### src/rtl/add_result_collector.sv
// Collects N_SAMPLES adder sums into one frame of total, maximum and minimum.
// Two states: ACCUM takes samples, HOLD presents the frame until taken.
module add_result_collector #(
  parameter int N_SAMPLES = 4,
  parameter int IN_W      = 5
) (
  input  logic            clk,
  input  logic            rst,
  input  logic            in_valid,
  input  logic [IN_W-1:0] in_data,
  output logic            in_ready,
  input  logic            clr,
  output logic            out_valid,
  input  logic            out_ready,
  output logic [IN_W+3:0] sum_total,
  output logic [IN_W-1:0] max_val,
  output logic [IN_W-1:0] min_val,
  output logic [3:0]      count
);

  typedef enum logic {
    ACCUM = 1'b0,
    HOLD  = 1'b1
  } state_t;

  localparam logic [3:0] LAST = 4'(N_SAMPLES - 1);

  state_t          state_q;
  logic [IN_W+3:0] acc_q;
  logic [IN_W-1:0] max_q;
  logic [IN_W-1:0] min_q;
  logic [3:0]      count_q;

  logic            first;
  logic [IN_W+3:0] acc_d;
  logic [IN_W-1:0] max_d;
  logic [IN_W-1:0] min_d;

  // First sample of a frame loads max/min outright
  always_comb begin
    first = (count_q == 4'd0);
    acc_d = acc_q + {4'd0, in_data};
    max_d = max_q;
    min_d = min_q;
    if (first || in_data > max_q)
      max_d = in_data;
    if (first || in_data < min_q)
      min_d = in_data;
  end

  always_ff @(posedge clk or negedge rst) begin
    if (!rst) begin
      state_q <= ACCUM;
      acc_q   <= '0;
      max_q   <= '0;
      min_q   <= '0;
      count_q <= '0;
    end else begin
      unique case (state_q)
        ACCUM: begin
          if (clr) begin
            acc_q   <= '0;
            max_q   <= '0;
            min_q   <= '0;
            count_q <= '0;
          end else if (in_valid) begin
            acc_q   <= acc_d;
            max_q   <= max_d;
            min_q   <= min_d;
            count_q <= count_q + 4'd1;
            if (count_q == LAST)
              state_q <= HOLD;
          end
        end
        HOLD: begin
          if (out_ready) begin
            state_q <= ACCUM;
            acc_q   <= '0;
            max_q   <= '0;
            min_q   <= '0;
            count_q <= '0;
          end
        end
        default: state_q <= ACCUM;
      endcase
    end
  end

  assign in_ready  = (state_q == ACCUM);
  assign out_valid = (state_q == HOLD);
  assign sum_total = acc_q;
  assign max_val   = max_q;
  assign min_val   = min_q;
  assign count     = count_q;

endmodule

### config.mk
export PLATFORM = sky130hd
export DESIGN_NAME = add_result_collector
export DESIGN_NICKNAME = d
export VERILOG_FILES = /design/src/rtl/add_result_collector.sv
export SDC_FILE = /design/constraint.sdc
export NUM_CORES = 1
export LEC_CHECK = 0
export ABC_AREA = 0
export BUFFER_PORTS_ARGS = -buffer_cell sky130_fd_sc_hd__buf_2
export CORE_UTILIZATION = 40
export CTS_BUF_LIST = sky130_fd_sc_hd__clkbuf_16
export DETAILED_ROUTE_END_ITERATION = 12
export PLACE_DENSITY = 0.75
export SLEW_MARGIN = 40
export SYNTH_ARGS = -nofsm -noshare
export SYNTH_HDL_FRONTEND = slang
export SYNTH_SLANG_ARGS = --single-unit
### constraint.sdc
create_clock -name clk -period 1.6 [get_ports clk]
set_input_delay 0.24 -clock clk [delete_from_list [all_inputs] [get_ports clk]]
set_output_delay 0.24 -clock clk [all_outputs]
set_load 0.05 [all_outputs]
==> run summary, run 1 <==
Core Box Area: 0.00347 sq mm
RSZ-0062 raised after global routing: true
Effective utilization at floorplan: 0.431
Crit share post-route: 1.12
PwrDens: 928 mW/mm^2
Clock slew at reported path FFs: 0.06 ns
First-pass GRT wire length: 7.26 mm
Ant diodes: 0
Hold_sp: out_ready
Synthesized area: 0.00150 sq mm
Buffers on Ports: 34
Netlist cell types: 36
Worst r2r src: max_val[3]
Area delta synth->final: 58.4%
Pleak: 1.13 nW
Asr flop ratio synth: 1.00
Crit. Startpoint: max_val[3]
# setup viols final: 15
# DRC: 0
Largest cells by area after synthesis: dfrtp_1 40%, ha_1 13%, mux2_2 8.3%
GPL Wtd Cong: 0.836
Synthesized instance count: 147
CTS tree: built
Ys flop type: dfrtp_1
Critical Path AT: 1.93 ns
Vias in the first global route: 1517
All-layer global routing usage: 0.234
Leading area contributor after synthesis: dfrtp_1
Worst-path maximum fanout: 2
Ports: 35
Layout fillers: 286
Status: finished with violations
Top cell type's share of synthesized area: 0.401
WHS: 0.267 ns
Drt total wl: 4.39 mm
Largest net degree at the start of global routing: 25
Synth Net Count: 174
FF+latch count, synth: 24
Rel. slew slack: 0.622
CP Launch Type: flop
# rows: 21
Max-slew violations: 0
Mapped Avg Cell Area: 10.2 sq um
Crit. End Element: flop
Share of layout cells above drive strength 1: 0.626
Final Skew: 0.00576 ns
Overall power: 2.20 mW
DIE HEIGHT: 63.2 microns
CTS H-tree depth: 1
Crit path required time: 1.74 ns
Root buffer cell: clkbuf_16
EDFF count, synth: 0
Initial antenna violation count: 0
Die area: 0.00399 sq mm
Dpl cell area: 0.00212 sq mm
Final instance area: 0.00237 sq mm
Final hold viol count: 0
F_max: 559 MHz
DR WL/cell: 16.6 microns
Fin crit period: 1.79 ns
Cts bufs inserted: 3
Type of the worst setup path: reg2reg
TNS Setup: -2.06 ns
Failing checks: negative setup slack
Clock Tree Buf Depth: 2
Gr ovfl total: 0
DR vias: 1387
Synth warnings: 0
Dpl hpwl: 3.26 mm
Worst-margin pin slew: 0.566 ns
Fin nets: 247
Register area share after synthesis: 0.401
Setup slack after layout: -0.189 ns
Max VDD drop: 0.458 mV
Vias per inst: 5.23
Clock Latency Late Sink: 0.26 ns
DR iter-0 viols: 31
CTS Sinks: 24
Final ANT Viol Nets: 0
Hold Path Class: in2reg
Max Cap Violations: 0
Die Span X: 63.2 microns
DRT Pass-1 Iters: 6
==> layout make-up <==
cell class / count / area [sq um] / area share
Inverter: 15 / 56.3 / 0.0238
Clock inverter: 1 / 3.75 / 0.00158
Timing Repair Buffer: 70 / 454 / 0.192
Tap cell: 46 / 57.6 / 0.0243
Multi-Input combinational cell: 106 / 1110 / 0.467
Clock buffer: 3 / 75.1 / 0.0317
Sequential cell: 24 / 617 / 0.260
==> what timing repair did <==
| action | CTS | global route |
|---|---|---|
| buffers inserted | 2 | 1 |
| endpoints found under the setup margin | 15 | 16 |
| pin swaps | 17 | 5 |
| hold buffers | 1 | 0 |
| endpoints found under the hold margin | 24 | 0 |
| resized for setup | 18 | 8 |
==> worst max-delay path: stages (launching register included) <==
cell and delay [ns]:
dfrtp_2 0.41, inv_2 0.07, ha_4 0.20, a21o_1 0.16
a21oi_2 0.15, a32oi_2 0.09, o21ai_2 0.17, buf_4 0.15
mux2_4 0.29
==> state kept, by name (all words and copies together), names as in the netlist <==
signal,count
count,4
max_val,5
out_valid,1
sum_total,9
min_val,5
==> worst paths after layout <==
check	end	slack, ns	depth (start not counted)
min in group asynchronous	max_val[0]	0.53	2
hold / removal	count[2]	0.27	2
setup reg to reg	max_val[0]	-0.19	8
setup / recovery	max_val[0]	-0.19	8
max in group asynchronous	sum_total[1]	0.66	2
hold reg to reg	sum_total[4]	0.55	1
==> synth_stat cells, types with 2 or more instances <==
library cell  instances
nand2b_1              4
a211oi_1              2
a22o_1                2
mux2_2               11
nor2_1               10
o31ai_1               2
nor3_1                4
o211ai_1              2
nand2_1              13
inv_1                15
a21o_1                2
and2_1                4
dfrtp_1              24
a21oi_1               4
o311ai_0              2
o21ai_0               7
xor2_1                5
ha_1                 16
==> routing by layer <==
layer,wire [microns],vias to the layer above,global-route usage
li1,-,657,-
met1,1830,688,0.279
met2,2390,36,0.445
met3,127,6,0.0217
met4,41,0,0.0552
met5,0,-,0
==> cells by family after synthesis <==
family | synth area share
simple gates | 0.142
compound gates | 0.143
flops | 0.401
buf+inv | 0.0485
fa+ha+maj | 0.147
mux | 0.0828
xor+xnor | 0.0351
==> layout by cell type (no fill, tap or decap), types with 2 or more instances in the layout <==
master      n
nor2_2      3
ha_1        6
inv_2       7
nor2_1      8
o211ai_1    2
and2_1      4
dfrtp_1    11
a22o_1      2
mux2_4     10
nand2_1    13
inv_1       9
xor2_1      5
nand2b_1    3
o311ai_4    2
buf_4      32
a21oi_2     3
dfrtp_2    13
nor3_1      3
o21ai_0     5
buf_6       3
o21ai_2     3
buf_2      34
clkbuf_16   3
a21o_1      2
ha_4        9
==> metrics by stage <==
stage	worst slack, ns	std cells	util
final	-0.189	265	0.683
after global routing	-0.251	265	0.683
after CTS	-0.197	264	0.669
after detailed placement	-0.292	257	0.611
after global placement	-0.238	257	0.611
after floorplan	-0.310	147	-
==> power breakdown <==
group          switching (mW)  total (mW)  internal (mW)
combinational           0.545       0.937          0.392
clock                   0.212       0.546          0.334
sequential             0.0466       0.715          0.668
total                   0.804        2.20           1.39
Note: power is estimated with default switching activity, not from simulation.
==> run 2, diff against run 1 <==
--- a/config.mk
+++ b/config.mk
@@ -7,10 +7,13 @@
 export LEC_CHECK = 0
 export ABC_AREA = 0
 export BUFFER_PORTS_ARGS = -buffer_cell sky130_fd_sc_hd__buf_2
-export CORE_UTILIZATION = 40
+export CAP_MARGIN = 20
+export CELL_PAD_IN_SITES_DETAIL_PLACEMENT = 1
+export CELL_PAD_IN_SITES_GLOBAL_PLACEMENT = 1
+export CORE_UTILIZATION = 37
 export CTS_BUF_LIST = sky130_fd_sc_hd__clkbuf_16
 export DETAILED_ROUTE_END_ITERATION = 12
-export PLACE_DENSITY = 0.75
+export PLACE_DENSITY = 0.86
 export SLEW_MARGIN = 40
 export SYNTH_ARGS = -nofsm -noshare
 export SYNTH_HDL_FRONTEND = slang
==> run 2 against run 1 <==
The run still ends with negative setup slack left; utilization is 4.1 points lower; final cell count is 1.1% higher; clock skew is 0.0033 ns lower; sequential cell count stayed put; wire length is 21% higher; first-iteration DRC count is 39% lower; worst setup slack worse by 0.034 ns; cell area is 2.2% higher; critical endpoint is now max_val[3]; largest cell class unchanged.
==> run summary, run 2 (same netlist as run 1, synthesis figures left out) <==
Status: finished with violations
Failing checks: negative setup slack
Clock Tree Buf Depth: 2 (unchanged)
Drt total wl: 5.31 mm (+21%)
Area delta synth->final: 61.8%
Ant diodes: 0 (unchanged)
RSZ-0062 raised after global routing: true
Crit-path slowest cell: dfrtp_2
Final instance area: 0.00242 sq mm (+2.2%)
Gr ovfl total: 0 (unchanged)
Worst-path cell chain: inv_2 -> ha_4 -> a21o_1 -> a21oi_2 -> a32oi_2 -> o21ai_2 -> buf_6 -> mux2_4
Clock Latency Late Sink: 0.26 ns (about the same)
Final ANT Viol Nets: 0 (unchanged)
Crit. End Element: flop
Hold EP: count[2]
Max Cap Violations: 0 (unchanged)
CP Launch Type: flop
Final hold viol count: 0 (unchanged)
Cts bufs inserted: 3 (unchanged)
Fin crit period: 1.82 ns (+0.0337 ns)
Buffers on Ports: 34 (unchanged)
All-layer global routing usage: 0.260 (+0.0259)
# rows: 22 (+4.8%)
GPL Wtd Cong: 0.826 (-1.2%)
Delay-heaviest family, CP: compound AO/OA/AOI/OAI gates
Largest net degree at the start of global routing: 25 (unchanged)
Hold Path Class: in2reg
R2R cell count: 8 (unchanged)
Commonest cells after routing, fill and taps aside: 34 x buf_2, 31 x buf_4, 13 x dfrtp_2
Crit path required time: 1.74 ns (about the same)
Rel. slew slack: 0.627 (+0.00456)
CTS tree: built
# DRC: 0 (unchanged)
Internal reg-to-reg setup slack: -0.22 ns (-0.03 ns)
Hold depth: 2 (unchanged)
Layout fillers: 419 (+47%)
DR iter-0 viols: 19 (-39%)
F_max: 549 MHz (-1.9%)
Worst path buffer plus inverter count: 2 (unchanged)
Dpl cell area: 0.00209 sq mm (-1.3%)
CTS Sinks: 24 (unchanged)
Fin nets: 248 (+0.40%)
Die Span X: 65.6 microns (+3.8%)
Hold_sp: out_ready
Pleak: 1.15 nW (+2.0%)
Crit share post-route: 1.14 (+0.0211)
Worst-margin pin slew: 0.560 ns (-0.00684 ns)
DIE HEIGHT: 65.6 microns (+3.8%)
Type of the worst setup path: reg2reg
Share of layout cells above drive strength 1: 0.636 (+0.0108)
DRT Pass-1 Iters: 4 (-2)
DR WL/cell: 19.8 microns (+19%)
PwrDens: 1000 mW/mm^2 (+7.9%)
Max FFs per register: 9 (unchanged)
Fin util: 0.642 (-0.0413)
Max-slew violations: 0 (unchanged)
Vias per inst: 5.32 (+1.6%)
Vias in the first global route: 1591 (+4.9%)
Ports: 35 (unchanged)
DP Worst Slack: -0.334 ns (-0.0427 ns)
Commonest non-fill, non-tap cell in the layout: buf_2
Initial antenna violation count: 0 (unchanged)
Core Box Area: 0.00377 sq mm (+8.7%)
Max VDD drop: 0.474 mV (+3.6%)
First-pass GRT wire length: 8.21 mm (+13%)
Critical Path AT: 1.97 ns (+0.04 ns)
Setup slack after layout: -0.222 ns (-0.0337 ns)
CP peak stage delay: 0.40 ns (about the same)
Clock slew at reported path FFs: 0.06 ns (about the same)
DR vias: 1425 (+2.7%)
CTS H-tree depth: 1 (unchanged)
# setup viols final: 15 (unchanged)
Root buffer cell: clkbuf_16
Worst-path maximum fanout: 3 (+1)
Worst r2r src: max_val[3]
End of the worst register-to-register path: max_val[3]
Dpl hpwl: 3.78 mm (+16%)
Overall power: 2.42 mW (+10%)
Effective utilization at floorplan: 0.397 (-0.0346)
Final Skew: 0.00247 ns (-0.00329 ns)
Die area: 0.00430 sq mm (+7.8%)
-- run 2: cell type report --
type / instances / area, sq um / area share
flip-flops and latches: 24 / 617 / 0.255
well taps: 48 / 60.1 / 0.0248
multi-input cells: 106 / 1110 / 0.460
inverters: 15 / 56.3 / 0.0233
clock inverters: 1 / 30.0 / 0.0124
clock buffers: 3 / 75.1 / 0.0310
repair buffers: 71 / 469 / 0.194
-- run 2: stage by stage --
step | setup TNS (ns) | cells | hold slack, ns
finish | -2.50 | 268 | 0.276
global route | -3.28 | 268 | 0.297
detailed placement | -3.67 | 255 | 0.264
floorplan | -3.62 | 147 | -0.0556
global placement | -2.30 | 255 | 0.257
CTS | -1.97 | 265 | 0.266
-- run 2: layer usage --
| layer | routed length, microns | vias to the layer above | GRT usage |
|---|---|---|---|
| met2 | 3090 | 37 | 0.527 |
| met4 | 94 | 0 | 0.0462 |
| li1 | - | 654 | - |
| met1 | 1980 | 723 | 0.282 |
| met5 | 0 | - | 0 |
| met3 | 143 | 11 | 0.0365 |
-- run 2: worst max-delay path by stage --
| stage | startpoint | end | slack [ns] | cells after the start |
|---|---|---|---|---|
| 2_1_floorplan | max_val[3] | max_val[1] | -0.31 | 7 |
| 3_3_place_gp | max_val[3] | max_val[4] | -0.19 | 7 |
| 3_5_place_dp | max_val[3] | max_val[0] | -0.33 | 7 |
| 4_1_cts | max_val[3] | max_val[2] | -0.18 | 8 |
| 5_1_grt | max_val[3] | max_val[3] | -0.27 | 8 |
| 6_report | max_val[3] | max_val[3] | -0.22 | 8 |
-- run 2: timing repair --
| action | 4_1_cts | 5_1_grt |
|---|---|---|
| buffers inserted | 5 | 3 |
| endpoints found under the setup margin | 15 | 16 |
| hold buffers | 1 | 0 |
| resized for setup | 22 | 9 |
| hold endpoints to repair | 24 | 0 |
| pin swaps | 14 | 6 |
-- run 2: report_power, final --
part	switching (mW)	total (mW)	internal, mW
clock	0.224	0.722	0.498
sequential	0.0479	0.716	0.668
combinational	0.580	0.986	0.406
==> run 3, diff against run 2 <==
--- a/config.mk
+++ b/config.mk
@@ -6,14 +6,15 @@
 export NUM_CORES = 1
 export LEC_CHECK = 0
 export ABC_AREA = 0
-export BUFFER_PORTS_ARGS = -buffer_cell sky130_fd_sc_hd__buf_2
 export CAP_MARGIN = 20
 export CELL_PAD_IN_SITES_DETAIL_PLACEMENT = 1
 export CELL_PAD_IN_SITES_GLOBAL_PLACEMENT = 1
-export CORE_UTILIZATION = 37
+export CORE_UTILIZATION = 40
 export CTS_BUF_LIST = sky130_fd_sc_hd__clkbuf_16
 export DETAILED_ROUTE_END_ITERATION = 12
-export PLACE_DENSITY = 0.86
+export DONT_BUFFER_PORTS = 1
+export PLACE_DENSITY = 0.8
+export SETUP_SLACK_MARGIN = 0.15
 export SLEW_MARGIN = 40
 export SYNTH_ARGS = -nofsm -noshare
 export SYNTH_HDL_FRONTEND = slang
==> run 3 against run 2 <==
The run still ends with negative setup slack left; final cell count is 4.9% lower; sequential power up 1%; non-clock buffer count down 11; worst setup slack got worse by 0.013 ns; total power decreased by 1.8%; critical path type unchanged; largest cell class unchanged.
==> run summary, run 3 (same netlist as run 1, synthesis figures left out) <==
Status: finished with violations
Failing checks: negative setup slack
CTS Sinks: 24 (unchanged)
Gr ovfl total: 0 (unchanged)
Clock Tree Buf Depth: 2 (unchanged)
# DRC: 0 (unchanged)
Crit path required time: 1.75 ns (about the same)
Type of the worst setup path: reg2reg
# setup viols final: 18 (+3)
Crit-path slowest cell: dfrtp_2
WHS: 0.117 ns (-0.160 ns)
Final instance area: 0.00252 sq mm (+4.2%)
End of the worst register-to-register path: max_val[2]
Commonest cells after routing, fill and taps aside: 45 x buf_4, 13 x buf_6, 12 x dfrtp_2
Critical Path AT: 1.98 ns (about the same)
Pleak: 1.12 nW (-2.6%)
DRT Pass-1 Iters: 4 (unchanged)
Share of layout cells above drive strength 1: 0.675 (+0.0383)
Clock Latency Late Sink: 0.27 ns (about the same)
CP peak stage delay: 0.37 ns (-0.03 ns)
Max Cap Violations: 0 (unchanged)
Final std cells w/o fill: 255 (-4.9%)
DR iter-0 viols: 73 (+54)
Effective utilization at floorplan: 0.431 (+0.0346)
Dpl cell area: 0.00205 sq mm (-2.3%)
Final ANT Viol Nets: 0 (unchanged)
Fin nets: 237 (-4.4%)
Clock slew at reported path FFs: 0.06 ns (about the same)
Buffers on Ports: 0 (-100%)
Vias in the first global route: 1687 (+6.0%)
Drt total wl: 7.25 mm (+37%)
Final Skew: 0.00250 ns (+0.0000256 ns)
Dpl hpwl: 3.52 mm (-6.9%)
Delay-heaviest family, CP: flip-flops
Crit. Startpoint: max_val[4]
Worst r2r src: max_val[4]
DR WL/cell: 28.4 microns (+44%)
Cts bufs inserted: 3 (unchanged)
Internal reg-to-reg setup slack: -0.24 ns (about the same)
Crit. End Element: flop
Worst-margin pin slew: 0.534 ns (-0.0252 ns)
Worst path depth: 8 (unchanged)
Overall power: 2.38 mW (-1.8%)
Die Span X: 63.2 microns (-3.7%)
CP Launch Type: flop
CTS tree: built
Worst-path maximum fanout: 3 (unchanged)
Fin crit period: 1.84 ns (+0.0130 ns)
DP Worst Slack: -0.206 ns (+0.129 ns)
Max-slew violations: 0 (unchanged)
Placed Cells: 234 (-8.2%)
DR vias: 1525 (+7.0%)
Root buffer cell: clkbuf_16
R2R cell count: 8 (unchanged)
Rel. slew slack: 0.644 (+0.0168)
All-layer global routing usage: 0.351 (+0.0911)
Vias per inst: 5.98 (+12%)
Core Box Area: 0.00347 sq mm (-8.0%)
TNS Setup: -2.94 ns (-0.442 ns)
# rows: 21 (-4.5%)
Critical Path Most Common Cell: o21ai_2
PwrDens: 944 mW/mm^2 (-5.7%)
Final hold viol count: 0 (unchanged)
Initial antenna violation count: 0 (unchanged)
Hold Path Class: in2reg
Die area: 0.00399 sq mm (-7.3%)
Ant diodes: 0 (unchanged)
Crit path to: max_val[2]
Largest net degree at the start of global routing: 25 (unchanged)
CTS H-tree depth: 1 (unchanged)
Ports: 35 (unchanged)
RSZ-0062 raised after global routing: true
Worst-path cell chain: inv_2 -> ha_4 -> and3_4 -> o21ai_2 -> a32oi_1 -> o21ai_2 -> buf_6 -> mux2_4
First-pass GRT wire length: 10.0 mm (+22%)
Max FFs per register: 9 (unchanged)
Area delta synth->final: 68.6%
Commonest non-fill, non-tap cell in the layout: buf_4
F_max: 545 MHz (-0.71%)
Max VDD drop: 0.764 mV (+61%)
Worst path buffer plus inverter count: 2 (unchanged)
Fin util: 0.727 (+0.0853)
Crit share post-route: 1.15 (+0.00813)
GPL Wtd Cong: 0.811 (-1.8%)
DIE HEIGHT: 63.2 microns (-3.7%)
Setup slack after layout: -0.235 ns (-0.0130 ns)
[run 3: cell count changes in the layout (fill, tap and decap cells not counted), moves of 2 or more]
cell / change
ha_1: -3
nand2_2: +3
nand2_1: -3
buf_4: +14
buf_2: -34
nor2_4: +2
ha_4: +3
buf_6: +8
[run 3: final cells by class]
| class | instances | area (sq um) |
|---|---|---|
| clock buffers | 3 | 75.1 |
| clock inverters | 1 | 3.75 |
| fillers | 347 | 946 |
| inverters | 15 | 60.1 |
| multi-input cells | 106 | 1190 |
| flip-flops and latches | 24 | 619 |
| well taps | 46 | 57.6 |
| repair buffers | 60 | 514 |
[run 3: power breakdown]
group	internal, mW	switching (mW)
Clock	0.335	0.236
Combinational	0.461	0.625
Sequential	0.668	0.0551
[run 3: per-layer routing]
metal  track usage  wire length (microns)  vias up
met5             0                      0        -
met4         0.140                    410        0
met3        0.0598                    419       35
met2         0.651                   3680       88
met1         0.393                   2740      769
li1              -                      -      633
[run 3: worst register-to-register path, cell delays in order (launching register included)]
cell     delay [ns]
dfrtp_2        0.37
inv_2          0.07
ha_4           0.29
and3_4         0.19
o21ai_2        0.06
a32oi_1        0.21
o21ai_2        0.10
buf_6          0.14
mux2_4         0.30
[run 3: worst min-delay path by stage]
stage	from	slack, ns	to	cells past startpoint
after CTS	out_ready	0.12	count[2]	1
after detailed placement	rst	-0.05	min_val[0]	0
final	out_ready	0.12	count[2]	1
after global placement	rst	-0.05	min_val[0]	0
after floorplan	rst	-0.06	count[0]	0
after global routing	out_ready	0.13	count[2]	1
[run 3: repair_timing]
item,4_1_cts,5_1_grt
gates resized for setup,43,13
endpoints found under the setup margin,23,23
hold endpoints to repair,24,0
pin swaps,19,12
setup buffers,8,7
hold buffers,2,0
